===== src/rtl/tick_sequencer.sv =====
// Software-controlled prescaler: one-cycle tick every div_reg+1 sysclk cycles,
// counted up to a programmable target, with IDLE/RUN/PAUSE/DONE run control.
module tick_sequencer #(
    parameter int unsigned   W       = 8,
    parameter int unsigned   CW      = 8,
    parameter logic [W-1:0]  DIV_RST = 8'hFF
) (
    input  logic          sysclk,
    input  logic          reset,
    input  logic          start,
    input  logic          pause,
    input  logic          stop,
    input  logic          div_load,
    input  logic [W-1:0]  div_val,
    input  logic          tgt_load,
    input  logic [CW-1:0] tgt_val,
    output logic          tick,
    output logic [CW-1:0] tick_count,
    output logic          busy,
    output logic          done,
    output logic          cfg_err,
    output logic [1:0]    state
);

    typedef enum logic [1:0] {
        StIdle  = 2'd0,
        StRun   = 2'd1,
        StPause = 2'd2,
        StDone  = 2'd3
    } state_t;

    state_t        r_state;
    logic [W-1:0]  r_presc;
    logic [W-1:0]  r_div;
    logic [CW-1:0] r_count;
    logic [CW-1:0] r_tgt;
    logic          r_tick;
    logic          r_cfg_err;

    logic          w_cfg_ok;
    logic          w_period_end;
    logic [CW-1:0] w_count_inc;
    logic          w_hit_tgt;

    assign w_cfg_ok     = (r_state == StIdle) || (r_state == StDone);
    assign w_period_end = (r_presc == r_div);
    assign w_count_inc  = r_count + CW'(1);
    assign w_hit_tgt    = (r_tgt != '0) && (w_count_inc == r_tgt);

    always_ff @(posedge sysclk or negedge reset) begin
        if (!reset) begin
            r_state   <= StIdle;
            r_presc   <= '0;
            r_div     <= DIV_RST;
            r_count   <= '0;
            r_tgt     <= '0;
            r_tick    <= 1'b0;
            r_cfg_err <= 1'b0;
        end else begin
            r_tick    <= 1'b0;
            r_cfg_err <= 1'b0;

            if (div_load || tgt_load) begin
                if (w_cfg_ok) begin
                    if (div_load) r_div <= div_val;
                    if (tgt_load) r_tgt <= tgt_val;
                end else begin
                    r_cfg_err <= 1'b1;
                end
            end

            case (r_state)
                StIdle: begin
                    if (start && !pause && !stop) begin
                        r_state <= StRun;
                        r_presc <= '0;
                        r_count <= '0;
                    end
                end
                StRun: begin
                    if (stop) begin
                        r_state <= StIdle;
                        r_presc <= '0;
                        r_count <= '0;
                    end else if (w_period_end) begin
                        // Tick and count complete even if pause arrives this cycle.
                        r_presc <= '0;
                        r_tick  <= 1'b1;
                        r_count <= w_count_inc;
                        if (w_hit_tgt)  r_state <= StDone;
                        else if (pause) r_state <= StPause;
                    end else begin
                        r_presc <= r_presc + W'(1);
                        if (pause) r_state <= StPause;
                    end
                end
                StPause: begin
                    if (stop) begin
                        r_state <= StIdle;
                        r_presc <= '0;
                        r_count <= '0;
                    end else if (start && !pause) begin
                        r_state <= StRun;
                    end
                end
                StDone: begin
                    if (stop) begin
                        r_state <= StIdle;
                        r_presc <= '0;
                        r_count <= '0;
                    end else if (start && !pause) begin
                        r_state <= StRun;
                        r_presc <= '0;
                        r_count <= '0;
                    end
                end
                default: r_state <= StIdle;
            endcase
        end
    end

    assign tick       = r_tick;
    assign tick_count = r_count;
    assign cfg_err    = r_cfg_err;
    assign state      = r_state;
    assign busy       = (r_state == StRun) || (r_state == StPause);
    assign done       = (r_state == StDone);

endmodule


===== config.mk =====
export PLATFORM = sky130hd
export DESIGN_NAME = tick_sequencer
export DESIGN_NICKNAME = d
export VERILOG_FILES = /design/src/rtl/tick_sequencer.sv
export SDC_FILE = /design/constraint.sdc
export NUM_CORES = 1
export LEC_CHECK = 0
export CAP_MARGIN = 20
export CORE_MARGIN = 3
export CORE_UTILIZATION = 55
export DETAILED_ROUTE_END_ITERATION = 7
export PLACE_DENSITY = 0.92
export SLEW_MARGIN = 10
export SYNTH_ARGS = -nofsm -noshare
export SYNTH_HDL_FRONTEND = slang
export SYNTH_SLANG_ARGS = --single-unit

===== constraint.sdc =====
create_clock -name sysclk -period 2.9 [get_ports sysclk]
set_input_delay 0.435 -clock sysclk [delete_from_list [all_inputs] [get_ports sysclk]]
set_output_delay 0.435 -clock sysclk [all_outputs]
set_load 0.02 [all_outputs]

Yosys cells after proc, flatten, opt, wreduce, memory -nomap -nowiden

Index checks and enable logic that the tools add are counted.

Register bits: 36
Output and inout bits: 14

Eq/ne operators: 10
Add/sub/neg operators: 2
Multiplexer cells: 23
Reduce and logical (&&, ||, !) cells: 16

Operator list:

| kind                                                   | number |
|---|---|
| two-way mux 8 bit                                      | 8 |
| one-hot mux 8 bit (4 select lines)                     | 2 |
| adder 8 x 1 -> 8 bit (second input constant)           | 2 |
| equality test 8 bit                                    | 2 |
| two-way mux 2 bit                                      | 7 |
| AND reduction 3 bit                                    | 3 |
| nonzero test 8 bit                                     | 1 |
| one-hot mux 2 bit (3 select lines)                     | 1 |
| two-way mux 1 bit                                      | 5 |
| equality test 2 bit (second input constant)            | 2 |
| AND reduction 4 bit                                    | 1 |
| logical AND 1 bit                                      | 3 |
| logical OR 1 bit                                       | 3 |
| inequality test 3 x 1 -> 1 bit (second input constant) | 1 |
| inequality test 3 x 2 -> 1 bit (second input constant) | 1 |
| inequality test 3 bit (second input constant)          | 1 |
| equality test 2 x 1 -> 1 bit (second input constant)   | 1 |
| zero test 1 bit                                        | 2 |
| zero test 2 bit                                        | 1 |
| inequality test 2 x 1 -> 1 bit (second input constant) | 1 |
| inequality test 2 bit (second input constant)          | 1 |
| AND reduction 2 bit                                    | 1 |
| OR reduction 2 bit                                     | 1 |

Longest topological paths before layout

Gate-level depths: netlist (run 1).

Word-level depth: 7
Depth in mapped cells: 8
Gate-level depth less buffers: 7

Least setup slack after synthesis (run 1)

Ideal clock, no wire load.

Path kind: flip-flop to flip-flop
From: register r_count[0], in the netlist tick_count[0]
To: register r_state[0], in the netlist state[0]
Arrival time: 1832 ps
Setup time: 103 ps
Stages on the path, launching flop included: 7
Period minus slack after synthesis: 1936 ps
Required time: 2797 ps
Path slack: 964 ps
Path buffers: 0
Cells stage by stage: dfrtp_1 ha_1 xor2_1 a311o_1 nor4_2 o2111ai_1 o41ai_2

Word-level cells in the longest chain between the ends: 7

Ends and longest elaborated chain:

| item                               | RTL line | source |
|---|---|---|
| start: declaration                 | 35       | `logic [CW-1:0] r_count;` |
| start signal: assignment           | 89       | `r_count <= w_count_inc;` |
| adder 8 x 1 -> 8 bit               | 47       | `assign w_count_inc = r_count + CW'(1);` |
| equality test 8 bit                | 48       | `assign w_hit_tgt = (r_tgt != '0) && (w_count_inc == r_tgt);` |
| logical AND 1 bit                  | 48       |  |
| two-way mux 2 bit                  | 90       | `if (w_hit_tgt) r_state <= StDone;` |
| two-way mux 2 bit                  | 85       | `end else if (w_period_end) begin` |
| two-way mux 2 bit                  | 81       | `if (stop) begin` |
| one-hot mux 2 bit (3 select lines) | 72       | `case (r_state)` |
| end signal: assignment             | 82       | `r_state <= StIdle;` |
| end signal: assignment             | 90       |  |
| end signal: assignment             | 91       | `else if (pause) r_state <= StPause;` |
| end: declaration                   | 32       | `state_t r_state;` |

Every way passes these cells.
A chain may end at the register's enable or synchronous reset.

Worst setup path in the final report (run 1)

From: register r_state[1], in the netlist state[1]
To: output busy

Word-level cells in the longest chain between the ends: 2
Elaborated cells between the ends (all ways): 3

Ends and longest elaborated chain:

| item                                                                | RTL line | source |
|---|---|---|
| start signal: assignment                                            | 52       | `r_state <= StIdle;` |
| start signal: assignment                                            | 75       | `r_state <= StRun;` |
| start signal: assignment                                            | 82       |  |
| equality test 2 x 1 -> 1 bit or equality test 2 bit (tied branches) | 126      | `assign busy = (r_state == StRun) \|\| (r_state == StPause);` |
| logical OR 1 bit (*)                                                | 126      |  |
| end: declaration                                                    | 19       | `output logic busy,` |

Mark *: on every way between the ends. The rest lies on a longest branch, timed or not.

==> results of run 1 <==
-- registers in the layout, indices dropped and copies added (netlist names) --
signal and count:
cfg_err 1, state 2, tick_count 8, tick 1, r_presc 8, r_tgt 8, r_div 8
-- synthesized netlist by cell type (2+ instances only) --
| library cell | number |
|---|---|
| sky130_fd_sc_hd__a211oi_1 | 2 |
| sky130_fd_sc_hd__a21oi_1 | 6 |
| sky130_fd_sc_hd__a22o_1 | 2 |
| sky130_fd_sc_hd__a31oi_1 | 5 |
| sky130_fd_sc_hd__and2_1 | 2 |
| sky130_fd_sc_hd__and3_1 | 2 |
| sky130_fd_sc_hd__buf_2 | 2 |
| sky130_fd_sc_hd__buf_6 | 3 |
| sky130_fd_sc_hd__clkbuf_1 | 2 |
| sky130_fd_sc_hd__dfrtp_1 | 28 |
| sky130_fd_sc_hd__dfstp_2 | 8 |
| sky130_fd_sc_hd__ha_1 | 6 |
| sky130_fd_sc_hd__inv_1 | 6 |
| sky130_fd_sc_hd__mux2_2 | 15 |
| sky130_fd_sc_hd__nand2_1 | 14 |
| sky130_fd_sc_hd__nand2b_1 | 6 |
| sky130_fd_sc_hd__nand3_1 | 6 |
| sky130_fd_sc_hd__nor2_1 | 10 |
| sky130_fd_sc_hd__nor2b_1 | 5 |
| sky130_fd_sc_hd__nor3_1 | 4 |
| sky130_fd_sc_hd__o211ai_1 | 2 |
| sky130_fd_sc_hd__o21a_1 | 2 |
| sky130_fd_sc_hd__o21ai_0 | 11 |
| sky130_fd_sc_hd__o21bai_1 | 2 |
| sky130_fd_sc_hd__o21bai_2 | 2 |
| sky130_fd_sc_hd__o2bb2ai_1 | 2 |
| sky130_fd_sc_hd__or4_1 | 2 |
| sky130_fd_sc_hd__xnor2_1 | 11 |
| sky130_fd_sc_hd__xnor2_2 | 2 |
| sky130_fd_sc_hd__xor2_1 | 4 |
-- cells by family after synthesis --
kind of cell | Yosys count | synth area share (%)
mux | 16 | 8.24
buf+inv | 13 | 3.40
flops | 36 | 41.9
simple gates | 63 | 16.9
xor+xnor | 18 | 8.81
fa+ha+maj | 6 | 3.46
compound gates | 49 | 17.3
-- final cells by class --
| type | instances | area, µm² | share of cell area [%] |
|---|---|---|---|
| flip-flops and latches | 36 | 911 | 34.5 |
| clock buffers | 8 | 90.1 | 3.41 |
| well taps | 48 | 60.1 | 2.28 |
| multi-input cells | 152 | 1190 | 45.0 |
| inverters | 6 | 22.5 | 0.853 |
| repair buffers | 37 | 368 | 13.9 |
-- worst min path at each step --
stage | cells past startpoint | to | slack (ns)
after global routing | 1 | r_tgt[4]$_DFFE_PN0P_ | 0.57
after detailed placement | 1 | r_tgt[1]$_DFFE_PN0P_ | 0.55
after floorplan | 0 | cfg_err$_DFF_PN0_ | 0.14
after CTS | 1 | r_tgt[4]$_DFFE_PN0P_ | 0.56
final | 2 | tick_count[1]$_DFFE_PN0P_ | 0.55
after global placement | 1 | r_presc[5]$_DFFE_PN0P_ | 0.54
-- worst max-delay path: stages, from the launching register on --
cell	delay (ns)
sky130_fd_sc_hd__dfrtp_1	0.43
sky130_fd_sc_hd__inv_1	0.11
sky130_fd_sc_hd__ha_1	0.39
sky130_fd_sc_hd__clkdlybuf4s50_1	0.64
-- power by group --
part / internal [mW] / switching (mW)
clock: 0.194 / 0.162
combinational: 0.354 / 0.364
sequential: 0.671 / 0.132
total: 1.22 / 0.658
-- per-layer routing --
layer	GRT usage [%]	wire, µm	vias up
met2	31.0	2100	70
met3	3.24	226	7
met1	28.2	2030	786
met5	0	0	-
met4	8.52	67	0
li1	-	-	808
==> load_flow_metrics.sql, run 1 <==
INSERT INTO impl_metrics (metric_group, metric, value, unit) VALUES
('timing', 'fin_worst_skew', '0.00636', 'ns'),
('timing', 'timing.final.ws_setup', '0.620', 'ns'),
('finish', 'syn2layout_area_growth', '21.5', '%'),
('critical_path', 'critical_path.max_fanout', '5', ''),
('route', 'route.detailed.wl_per_inst', '15.4', 'µm'),
('critical_path', 'regToRegStartpoint', 'state[1]$_DFFE_PN0P_', ''),
('floorplanning', 'die_width', '68.8', 'µm'),
('timing', 'timing.fmax', '439', 'MHz'),
('clock_network', 'cts.hold.buffers_added', '0', ''),
('timing', 'timing.max_slew.rel_slack', '52.1', '%'),
('place', 'hpwlAfterDp', '3.36', 'mm'),
('power_and_ir_drop', 'total_leakage_power', '1.02', 'nW'),
('clock_network', 'cts_tree', 'yes', ''),
('place', 'io_buffers', '36', ''),
('logic_synthesis', 'synth_flop_cell', 'sky130_fd_sc_hd__dfrtp_1', ''),
('power_and_ir_drop', 'vdd.ir_drop.worst', '0.432', 'mV'),
('floorplanning', 'die-area', '4740', 'µm²'),
('place', 'dpl_worst_slack', '0.363', 'ns'),
('logic_synthesis', 'synth-edff-count', '0', ''),
('finish', 'fillCellCount', '287', ''),
('finish', 'layout-drive-gt1-share', '18.4', '%'),
('critical_path', 'cp-end-kind', 'output port', ''),
('critical_path', 'timing.critical_path.from_type', 'register', ''),
('critical_path', 'reg_to_reg_end', 'tick_count[5]$_DFFE_PN0P_', ''),
('logic_synthesis', 'synth_top_area_cell', 'sky130_fd_sc_hd__dfrtp_1', ''),
('grt', 'initial_antenna_violation_count', '0', ''),
('route', 'final_antenna_net_count', '0', ''),
('logic_synthesis', 'top_area_cells_in_the_synthesized_netlist', 'sky130_fd_sc_hd__dfrtp_1 (32%), sky130_fd_sc_hd__dfstp_2 (9.7%), sky130_fd_sc_hd__mux2_2 (7.8%), sky130_fd_sc_hd__xnor2_1 (4.4%), sky130_fd_sc_hd__ha_1 (3.5%)', ''),
('timing', 'finalSetupViolations', '0', ''),
('clock_network', 'tritoncts.num_buffers', '5', ''),
('finish', 'most_common_cell_after_layout_fill_and_taps_aside', 'sky130_fd_sc_hd__clkdlybuf4s50_1', ''),
('route', 'drt_iter0_markers', '108', ''),
('finish', 'commonest_non_fill_non_tap_cells_in_the_layout', 'sky130_fd_sc_hd__clkdlybuf4s50_1 (36), sky130_fd_sc_hd__dfrtp_1 (28), sky130_fd_sc_hd__mux2_2 (15)', ''),
('logic_synthesis', 'post-synth-top-area-fraction', '32.3', '%'),
('place', 'dp.cells', '279', ''),
('place', 'rd_place_congestion', '0.843', ''),
('logic_synthesis', 'synth.yosys.seq_area_share', '41.9', '%'),
('route', 'drc_errors', '0', ''),
('logic_synthesis', 'synth.net_count', '230', ''),
('floorplanning', 'start_util', '58.0', '%'),
('timing', 'worst_slew_pin_slew', '0.717', 'ns'),
('finish', 'finalNonFillerCells', '287', ''),
('critical_path', 'reg2reg_depth', '6', ''),
('min_path', 'timing.hold.worst.class', 'input port to async pin', ''),
('timing', 'rsz0062_at_grt', 'no', ''),
('grt', 'global_route_wire_length_before_repair', '7.06', 'mm'),
('grt', 'grt_usage', '20.2', '%'),
('logic_synthesis', 'yosys_warnings', '0', ''),
('floorplanning', 'die_height', '68.8', 'µm'),
('clock_network', 'clk_latency', '0.28', 'ns'),
('grt', 'global_route.overflow_total', '0', ''),
('finish', 'n_antenna_cell', '0', ''),
('grt', 'grt_start_max_net_pins', '37', ''),
('logic_synthesis', 'synthCells', '201', ''),
('grt', 'grt_pass1_vias', '1515', ''),
('logic_synthesis', 'synth.distinct_cells', '57', ''),
('finish', 'finish.net_count', '267', ''),
('critical_path', 'critical_path_required', '2.47', 'ns'),
('floorplanning', 'ios', '37', ''),
('clock_network', 'cts_repair_resized_insts', '0', ''),
('critical_path', 'timing.critical_path.to', 'busy', ''),
('place', 'dpl-instance-area', '2550', 'µm²'),
('logic_synthesis', 'async_flop_share', '100', '%'),
('timing', 'tns', '0', 'ns'),
('logic_synthesis', 'syn-mean-instance-area', '10.8', 'µm²'),
('critical_path', 'worst-setup-path-type', 'register to output port', ''),
('clock_network', 'cts.sinks', '36', ''),
('timing', 'period_minus_slack', '2.28', 'ns'),
('power_and_ir_drop', 'power_density', '711', 'nW/µm²'),
('route', 'detail_route.vias_per_cell', '5.82', ''),
('run_status', 'outcome', 'finished clean', '');
(Power assumes the default switching activity.)
==> run 2, diff against run 1 <==
--- a/config.mk
+++ b/config.mk
@@ -7,9 +7,9 @@
 export LEC_CHECK = 0
 export CAP_MARGIN = 20
 export CORE_MARGIN = 3
-export CORE_UTILIZATION = 55
+export CORE_UTILIZATION = 48
 export DETAILED_ROUTE_END_ITERATION = 7
-export PLACE_DENSITY = 0.92
+export PLACE_DENSITY = 0.86
 export SLEW_MARGIN = 10
 export SYNTH_ARGS = -nofsm -noshare
 export SYNTH_HDL_FRONTEND = slang
==> constraint.sdc (replaced) <==
create_clock -name sysclk -period 2 [get_ports sysclk]
set_input_delay 0.3 -clock sysclk [delete_from_list [all_inputs] [get_ports sysclk]]
set_output_delay 0.3 -clock sysclk [all_outputs]
set_load 0.02 [all_outputs]
==> run 2 against run 1 <==
Net effect:
- critical path depth is 4 higher
- count of clock-buffer cells in the layout is the same
- power up 55%
- via count is 3.2% higher
- combinational power is 63% higher
- largest cell class unchanged
- largest power group is now combinational logic
- highest routed layer unchanged
==> load_flow_metrics.sql, run 2 (same netlist as run 1, synthesis figures left out) <==
INSERT INTO impl_metrics (metric_group, metric, value, unit) VALUES
('finish', 'finish.net_count', '283', ''),
('power_and_ir_drop', 'total_leakage_power', '1.11', 'nW'),
('floorplanning', 'die_height', '73.3', 'µm'),
('critical_path', 'timing.critical_path.from_type', 'register', ''),
('clock_network', 'cts_root_buffer', 'sky130_fd_sc_hd__clkbuf_8', ''),
('clock_network', 'cts.path.max_buffers', '2', ''),
('finish', 'commonest_non_fill_non_tap_cells_in_the_layout', 'sky130_fd_sc_hd__clkdlybuf4s50_1 (35), sky130_fd_sc_hd__dfrtp_1 (25), sky130_fd_sc_hd__buf_4 (16)', ''),
('critical_path', 'timing.critical_path.buf_inv', '2', ''),
('place', 'io_buffers', '36', ''),
('route', 'drt_iter0_markers', '166', ''),
('clock_network', 'cts.hold.buffers_added', '0', ''),
('grt', 'gr-usage-met2', '28.7', '%'),
('clock_network', 'cts_tree', 'yes', ''),
('critical_path', 'path_cells', 'inv_1, ha_1, nand2b_1, a2111oi_4, buf_6, a41oi_1, a31oi_1', ''),
('floorplanning', 'start_util', '52.1', '%'),
('timing', 'finalSetupViolations', '0', ''),
('clock_network', 'cts.sinks', '36', ''),
('power_and_ir_drop', 'vdd.ir_drop.worst', '0.672', 'mV'),
('power_and_ir_drop', 'totalPowerFinal', '2.90', 'mW'),
('grt', 'grt_usage', '19.4', '%'),
('route', 'routed-via-count', '1724', ''),
('finish', 'layout-drive-gt1-share', '27.1', '%'),
('timing', 'final-hold-violation-count', '0', ''),
('timing', 'timing.max_slew.rel_slack', '69.5', '%'),
('route', 'drt_pre_antenna_iters', '4', ''),
('critical_path', 'worst-setup-path-type', 'register to register', ''),
('floorplanning', 'die_width', '73.3', 'µm'),
('flow_run', 'max-cap-violations', '0', ''),
('place', 'hpwlAfterDp', '3.54', 'mm'),
('floorplanning', 'rows', '23', ''),
('finish', 'fillCellCount', '311', ''),
('critical_path', 'max_stage_delay', '0.41', 'ns'),
('min_path', 'timing.hold.worst.class', 'input port to async pin', ''),
('critical_path', 'regToRegStartpoint', 'state[1]$_DFFE_PN0P_', ''),
('grt', 'globalRouteMet3Util', '5.06', '%'),
('timing', 'period_minus_slack', '1.89', 'ns'),
('grt', 'global_route.overflow_total', '0', ''),
('critical_path', 'slowest_cell_on_crit_path', 'sky130_fd_sc_hd__dfrtp_2', ''),
('route', 'route.final.wire_length', '4.74', 'mm'),
('grt', 'grt_start_max_net_pins', '37', ''),
('power_and_ir_drop', 'power_density', '1030', 'nW/µm²'),
('critical_path', 'reg2reg_depth', '7', ''),
('timing', 'worst_slew_pin_slew', '0.457', 'ns'),
('route', 'route.detailed.wl_per_inst', '15.6', 'µm'),
('critical_path', 'reg_to_reg_end', 'tick_count[5]$_DFFE_PN0P_', ''),
('timing', 'timing.final.ws_setup', '0.107', 'ns'),
('clock_network', 'clk_latency', '0.29', 'ns'),
('route', 'drc_errors', '0', ''),
('clock_network', 'tritoncts.num_buffers', '5', ''),
('grt', 'met1_usage', '26.4', '%'),
('timing', 'fin_worst_skew', '0.0116', 'ns'),
('clock_network', 'worst_setup_hold_path_clk_slew', '0.08', 'ns'),
('finish', 'syn2layout_area_growth', '29.3', '%'),
('run_status', 'outcome', 'finished clean', ''),
('timing', 'timing.fmax', '528', 'MHz'),
('timing', 'final_min_period_over_clock_period', '94.6', '%'),
('critical_path', 'critical_path_required', '2.21', 'ns'),
('finish', 'most_common_cell_after_layout_fill_and_taps_aside', 'sky130_fd_sc_hd__clkdlybuf4s50_1', ''),
('route', 'detail_route.vias_per_cell', '5.65', ''),
('critical_path', 'critical_path.max_fanout', '12', ''),
('grt', 'global_route_wire_length_before_repair', '7.93', 'mm'),
('timing', 'final_slew_viol_count', '0', ''),
('critical_path', 'critPathTopFamily', 'compound AO/OA/AOI/OAI gates', ''),
('grt', 'globalRoute.busiestLayer', 'met2', ''),
('grt', 'grt_pass1_vias', '1683', ''),
('timing', 'tns', '0', 'ns'),
('floorplanning', 'ios', '37', ''),
('critical_path', 'cp-end-kind', 'register', ''),
('clock_network', 'cts_setup_buffers', '0', ''),
('floorplanning', 'core_area', '4170', 'µm²'),
('critical_path', 'timing.reg2reg.setup_slack', '0.11', 'ns'),
('finish', 'n_antenna_cell', '0', ''),
('route', 'final_antenna_net_count', '0', ''),
('place', 'rd_place_congestion', '0.888', ''),
('place', 'dpl_worst_slack', '-0.0701', 'ns'),
('floorplanning', 'die-area', '5370', 'µm²'),
('critical_path', 'timing.critical_path.arrival', '2.11', 'ns'),
('clock_network', 'cts_max_level', '2', ''),
('grt', 'initial_antenna_violation_count', '0', '');
[run 2: metrics by stage]
| stage | cells | util [%] | hold WS [ns] | area (µm²) |
|---|---|---|---|---|
| finish | 305 | 67.3 | 0.434 | 2810 |
| global route | 305 | 67.3 | 0.470 | 2810 |
| CTS | 305 | 66.4 | 0.450 | 2770 |
| detailed placement | 297 | 64.0 | 0.539 | 2670 |
| global placement | 297 | 64.0 | 0.532 | 2670 |
| floorplan | 201 | - | 0.00441 | 2170 |
[run 2: layer usage]
layer	part of all wire, %	vias up	wire length [µm]
li1	-	842	-
met1	45	805	2140
met2	47	70	2210
met3	6.4	7	303
met4	1.9	0	92
met5	0	-	0
[run 2: what timing repair did]
item / in CTS / in global routing
gates resized for setup: 1 / 10
pin swaps: 0 / 4
setup endpoints to repair: 1 / 7
[run 2: layout make-up]
cell class | count | area [µm²] | area share [%]
sequential | 36 | 915 | 32.6
tap | 50 | 62.6 | 2.23
inverter | 6 | 22.5 | 0.802
clock buffer | 8 | 100 | 3.56
multi-input combinational | 152 | 1220 | 43.4
timing repair buffer | 53 | 490 | 17.5
[run 2: report_power, final]
part	switching (mW)	total (mW)	internal, mW
Combinational	0.571	1.17	0.595
Clock	0.259	0.574	0.315
Sequential	0.187	1.16	0.976
Total	1.02	2.90	1.88
[run 2: worst register-to-register path, stage by stage, from the launching register on]
cell and delay, ns:
sky130_fd_sc_hd__dfrtp_2 0.41, sky130_fd_sc_hd__inv_1 0.09, sky130_fd_sc_hd__ha_1 0.21, sky130_fd_sc_hd__nand2b_1 0.20, sky130_fd_sc_hd__a2111oi_4 0.38, sky130_fd_sc_hd__buf_6 0.20, sky130_fd_sc_hd__a41oi_1 0.14, sky130_fd_sc_hd__a31oi_1 0.18
[run 2: worst max path at each step]
stage                         startpoint                        end  depth (start not counted)
2_1_floorplan  tick_count[0]$_DFFE_PN0P_       state[0]$_DFFE_PN0P_                          6
3_3_place_gp                        stop  tick_count[5]$_DFFE_PN0P_                          7
3_5_place_dp                       start  tick_count[5]$_DFFE_PN0P_                          7
4_1_cts        tick_count[0]$_DFFE_PN0P_       state[1]$_DFFE_PN0P_                          6
5_1_grt             r_div[5]$_DFFE_PN1P_       state[0]$_DFFE_PN0P_                          5
6_report            state[1]$_DFFE_PN0P_  tick_count[5]$_DFFE_PN0P_                          7
